<file path="config.mk">
export PLATFORM = sky130hd
export DESIGN_NAME = sram_march_bist
export DESIGN_NICKNAME = d
export VERILOG_FILES = /design/src/rtl/sram_march_bist.sv
export SDC_FILE = /design/constraint.sdc
export NUM_CORES = 1
export LEC_CHECK = 0
export CORE_ASPECT_RATIO = 1.1
export CORE_MARGIN = 2
export CORE_UTILIZATION = 48
export CTS_CLUSTER_SIZE = 28
export DETAILED_ROUTE_END_ITERATION = 10
export PLACE_DENSITY = 0.8
export SYNTH_ARGS = -nofsm -noshare
export SYNTH_HDL_FRONTEND = slang
export SYNTH_SLANG_ARGS = --single-unit
</file>
<file path="constraint.sdc">
create_clock -name clk -period 3.1 [get_ports clk]
set_clock_uncertainty 0.15 [all_clocks]
set_input_delay 0.62 -clock clk [delete_from_list [all_inputs] [get_ports clk]]
set_output_delay 0.62 -clock clk [all_outputs]
set_load 0.05 [all_outputs]
</file>
<file path="src/rtl/sram_march_bist.sv">
// March-test initiator for a small flip-flop SRAM.
// On an accepted start it runs four march elements over every address:
//   M0 up   : w(P)
//   M1 up   : r(P),  w(~P)
//   M2 down : r(~P), w(P)
//   M3 down : r(P)
// Each read is compared on the clock edge that ends the read cycle.
// The block reports the result: mismatch count (saturating), the first
// failing address/expected/got triple, and a pass flag with a done pulse.
// While busy it is the only driver of the SRAM port.
module sram_march_bist #(
    parameter int ADDR_W = 3,
    parameter int DATA_W = 32,
    parameter int DEPTH  = 8,
    parameter int ERR_W  = 4
) (
    input  logic              clk,
    input  logic              resetn,
    input  logic              start,
    input  logic [DATA_W-1:0] pattern,
    output logic [ADDR_W-1:0] mem_add,
    output logic              mem_we,
    output logic [DATA_W-1:0] mem_wd,
    input  logic [DATA_W-1:0] mem_rd,
    output logic              busy,
    output logic              done,
    output logic              pass,
    output logic [ERR_W-1:0]  err_cnt,
    output logic [ADDR_W-1:0] fail_add,
    output logic [DATA_W-1:0] fail_exp,
    output logic [DATA_W-1:0] fail_got
);

    typedef enum logic [2:0] {
        IDLE,
        M0_W,
        M1_R,
        M1_W,
        M2_R,
        M2_W,
        M3_R,
        FIN
    } state_t;

    // End-of-element is detected by comparing against the explicit end
    // address, so the counter never relies on wrapping.
    localparam logic [ADDR_W-1:0] ADDR_FIRST = '0;
    localparam logic [ADDR_W-1:0] ADDR_LAST  = ADDR_W'(DEPTH - 1);
    localparam logic [ERR_W-1:0]  ERR_MAX    = '1;

    state_t              state_reg, state_next;
    logic [ADDR_W-1:0]   addr_reg, addr_next;
    logic [DATA_W-1:0]   pat_reg, pat_next;
    logic [ERR_W-1:0]    err_reg, err_next;
    logic                pass_reg, pass_next;
    logic [ADDR_W-1:0]   fail_add_reg, fail_add_next;
    logic [DATA_W-1:0]   fail_exp_reg, fail_exp_next;
    logic [DATA_W-1:0]   fail_got_reg, fail_got_next;

    logic                is_read;
    logic                is_write;
    logic [DATA_W-1:0]   exp_data;
    logic [DATA_W-1:0]   diff_bits;
    logic                mismatch;

    // Decode the current step: which cycles read/write, and the data
    // expected on the bus (P or ~P depending on the march element).
    always_comb begin
        is_read  = (state_reg == M1_R) || (state_reg == M2_R) || (state_reg == M3_R);
        is_write = (state_reg == M0_W) || (state_reg == M1_W) || (state_reg == M2_W);
        if ((state_reg == M1_W) || (state_reg == M2_R)) begin
            exp_data = ~pat_reg;
        end else begin
            exp_data = pat_reg;
        end
    end

    // Per-bit difference between the SRAM read data and the expected word.
    genvar gi;
    generate
        for (gi = 0; gi < DATA_W; gi++) begin : g_diff
            assign diff_bits[gi] = mem_rd[gi] ^ exp_data[gi];
        end
    endgenerate

    assign mismatch = is_read && (|diff_bits);

    // SRAM port and status outputs are decoded straight from the state
    // register, so an asynchronous reset drops mem_we immediately.
    always_comb begin
        mem_we   = is_write;
        mem_wd   = is_write ? exp_data : '0;
        mem_add  = ((state_reg == IDLE) || (state_reg == FIN)) ? '0 : addr_reg;
        busy     = (state_reg != IDLE) && (state_reg != FIN);
        done     = (state_reg == FIN);
        pass     = (state_reg == FIN) ? (err_reg == '0) : pass_reg;
        err_cnt  = err_reg;
        fail_add = fail_add_reg;
        fail_exp = fail_exp_reg;
        fail_got = fail_got_reg;
    end

    // Next-state, address sequencing and result bookkeeping.
    always_comb begin
        state_next    = state_reg;
        addr_next     = addr_reg;
        pat_next      = pat_reg;
        err_next      = err_reg;
        pass_next     = pass_reg;
        fail_add_next = fail_add_reg;
        fail_exp_next = fail_exp_reg;
        fail_got_next = fail_got_reg;

        case (state_reg)
            IDLE: begin
                if (start) begin
                    state_next    = M0_W;
                    addr_next     = ADDR_FIRST;
                    pat_next      = pattern;
                    err_next      = '0;
                    pass_next     = 1'b0;
                    fail_add_next = '0;
                    fail_exp_next = '0;
                    fail_got_next = '0;
                end
            end
            M0_W: begin
                if (addr_reg == ADDR_LAST) begin
                    state_next = M1_R;
                    addr_next  = ADDR_FIRST;
                end else begin
                    addr_next  = addr_reg + 1'b1;
                end
            end
            M1_R: state_next = M1_W;
            M1_W: begin
                if (addr_reg == ADDR_LAST) begin
                    state_next = M2_R;
                    addr_next  = ADDR_LAST;
                end else begin
                    state_next = M1_R;
                    addr_next  = addr_reg + 1'b1;
                end
            end
            M2_R: state_next = M2_W;
            M2_W: begin
                if (addr_reg == ADDR_FIRST) begin
                    state_next = M3_R;
                    addr_next  = ADDR_LAST;
                end else begin
                    state_next = M2_R;
                    addr_next  = addr_reg - 1'b1;
                end
            end
            M3_R: begin
                if (addr_reg == ADDR_FIRST) begin
                    state_next = FIN;
                end else begin
                    addr_next  = addr_reg - 1'b1;
                end
            end
            FIN: begin
                state_next = IDLE;
                pass_next  = (err_reg == '0);
            end
            default: state_next = IDLE;
        endcase

        // A read that disagrees bumps the saturating counter; only the
        // first one of a run (counter still zero) records the details.
        if (mismatch) begin
            if (err_reg != ERR_MAX) begin
                err_next = err_reg + ERR_W'(1);
            end
            if (err_reg == '0) begin
                fail_add_next = addr_reg;
                fail_exp_next = exp_data;
                fail_got_next = mem_rd;
            end
        end
    end

    // State and datapath registers with asynchronous active-low reset.
    always_ff @(posedge clk or negedge resetn) begin
        if (!resetn) begin
            state_reg    <= IDLE;
            addr_reg     <= '0;
            pat_reg      <= '0;
            err_reg      <= '0;
            pass_reg     <= 1'b0;
            fail_add_reg <= '0;
            fail_exp_reg <= '0;
            fail_got_reg <= '0;
        end else begin
            state_reg    <= state_next;
            addr_reg     <= addr_next;
            pat_reg      <= pat_next;
            err_reg      <= err_next;
            pass_reg     <= pass_next;
            fail_add_reg <= fail_add_next;
            fail_exp_reg <= fail_exp_next;
            fail_got_reg <= fail_got_next;
        end
    end

endmodule

</file>
==> reports/metrics.cfg <==
[job]
drv_cap=0

[final_layout]
nets=932
diodes=0
n_fill_cell=933
ff_latch_area_sq_um=2750
syn2layout_area_growth_pct=42.9
multi_input_area_sq_um=3110
layout-drive-gt1-share_pct=12.1

[worst_setup_path]
cpMaxStageDelayCell=dfrtp_1
critPathLaunch=state_reg[2]
crit_buf_inv=4
endpoint_kind=output port
cp-start-kind=flip-flop
arrival_ps=2220
path_cells=buf_4 -> nand3b_1 -> buf_12 -> nand2_2 -> buf_6 -> xnor2_1 -> nor2_2 -> buf_12
crit_top_cell=buf_12
slowest_delay_ps=390
crit_family=buffers and inverters
worstPathRequired_ps=2330
r2r-start=state_reg[0]
crit_type=flip-flop to output port
cp_max_fo=65

[cts]
clock-sinks=110
clockBufferDepth=2
holdBufCountCts=0
cts_root_buffer=clkbuf_16
cts_buffers=9
path_clk_slew_ps=70
h-tree-depth=3
cts_tree=built
clock_latency_ps=340

[sta]
fmax_ghz=0.335
drv_slew=0
setup_viol=0
tightest_slew_ps=597
period_share_pct=96.3
setup_tns_ps=0
fin_crit_ps=2990
finalHoldViolations=0
rsz0062_at_grt=false
relSlewSlack_pct=60.2

[global_route]
overflow=0
grt_pass1_vias=5421
grt_max_degree=66
grt_antenna_before_repair=0
grt_pass1_wl_um=27000
grt_usage_pct=24.5

[logic_synthesis]
synth_top_family_by_area=simple AND/OR/NAND/NOR gates
synth_seq_area_share_pct=44.4
postSynthNetCount=774
synthMuxAreaShare_pct=11.7
synth_fa_ha_area_share_pct=1.41
synth_xor_area_share_pct=9.04
yosysWarningCount=0
ys_seq_elements=110
synth_edf_count=0
ys.flop_type=dfrtp_1
synth_compound_area_share_pct=7.29
netlist_instances=700
syn_area_sq_um=6200
synth.distinct_cells=35
synth-simple-area-share_pct=19.1
async_flop_share_pct=100
avgSynthCellArea_sq_um=8.86

[min_path]
hp-class=primary input to asynchronous set/reset pin

[detailed_routing]
vias=5419
initialDrtViolationCount=372
ant_nets=0
wl_per_cell_um=16.7
dr.pass1.iters=5
finalWirelength_um=17000
drc=0
viasPerCell=5.32

[outcome]
outcome=finished clean

[floorplan]
die_x_um=112
core-area_sq_um=12600
num_io_pins=177
dieHeight_um=123
die-area_sq_um=13800
rows=43
start_util_pct=49.2

[placed_design]
dp_hpwl_um=12400
io_buffers=176
place_congestion=0.817

logic make-up after synthesis:
kind of cell / count (synthesis)
compound gates: 79
buf+inv: 89
fa+ha+maj: 7
flops: 110
mux: 72
simple gates: 279
xor+xnor: 64
cell usage in the layout (no fill, tap or decap), types with 3 or more instances in the layout:
| cell type | instances |
|---|---|
| nor2_1 | 7 |
| buf_12 | 39 |
| and3_1 | 32 |
| nor2_2 | 31 |
| xnor2_1 | 64 |
| bufinv_16 | 3 |
| nor3_1 | 4 |
| buf_4 | 11 |
| nand3_1 | 4 |
| dfrtp_1 | 110 |
| clkdlybuf4s50_1 | 141 |
| a31oi_1 | 3 |
| clkbuf_16 | 9 |
| o22ai_1 | 16 |
| mux2i_1 | 70 |
| inv_1 | 42 |
| o21ai_0 | 10 |
| a21oi_1 | 40 |
| nand2_1 | 181 |
| nor4_1 | 4 |
| ha_1 | 7 |
cells in the mapped netlist (5+ instances only):
cell type  number  area share [%]
mux2i_1        70              11
o22ai_1        16             1.6
o21ai_0        10            0.81
dfrtp_1       110              44
a21oi_1        40             3.2
nor3_1          5            0.40
and3_1         32             3.2
nand2_1       184              11
nor2_1         38             2.3
inv_1          42             2.5
ha_1            7             1.4
buf_2           5            0.40
xnor2_1        64             9.0
clkbuf_1       30             1.8
buf_6           5            0.91
per-layer routing:
metal	GRT usage (%)	part of all wire [%]	vias to the layer above	wire length, um
li1	-	-	2599	-
met1	30.5	41	2614	6910
met2	44.3	52	179	8820
met3	3.43	5.3	27	894
met4	8.38	2.2	0	379
met5	0	0	-	0
worst paths after layout:
| path | to | slack (ps) | cells past startpoint |
|---|---|---|---|
| worst max-delay path | mem_wd[31] | 110 | 8 |
| worst max register to register | err_cnt[1] | 120 | 9 |
| min in group clk | fail_got[21] | 380 | 2 |
| worst min register to register | fail_got[21] | 380 | 2 |
| max in group asynchronous | pat_reg[3] | 2030 | 2 |
| worst min-delay path | fail_exp[23] | 60 | 1 |
layout make-up:
class / instances / share of cell area [%]
Clock buffer: 11 / 2.74
Clock inverter: 4 / 1.07
Inverter: 42 / 1.78
Multi-Input combinational cell: 501 / 35.0
Sequential cell: 110 / 31.1
Tap cell: 157 / 2.22
Timing Repair Buffer: 194 / 26.1
stage by stage:
step	util [%]	area (sq um)	std cells	setup slack, ps	hold WS (ps)
final	70.4	8860	1019	115	58.9
after global routing	70.4	8860	1019	18.1	84.9
after CTS	70.2	8840	1018	45.4	66.5
after detailed placement	67.5	8500	1003	-54.5	372
after global placement	67.5	8500	1003	44.2	364
after floorplan	-	6270	700	113	174
worst register-to-register path: stages (launching register included):
cell and delay, ps:
dfrtp_1 380, or3b_2 610, buf_12 240, a21oi_1 170, o22ai_1 100, nor4_1 330
nand4_1 240, buf_4 200, nand2_1 110, mux2_2 340
repair_timing:
item / CTS / global route
pin swaps: 0 / 1
setup endpoints to repair: 1 / 51
buffers inserted: 0 / 1
cloned: 0 / 0
resized for setup: 1 / 4
Power is left out: the tool's default activity adds up to more than one toggle a clock period on the data nets, which glitch-free logic cannot reach.
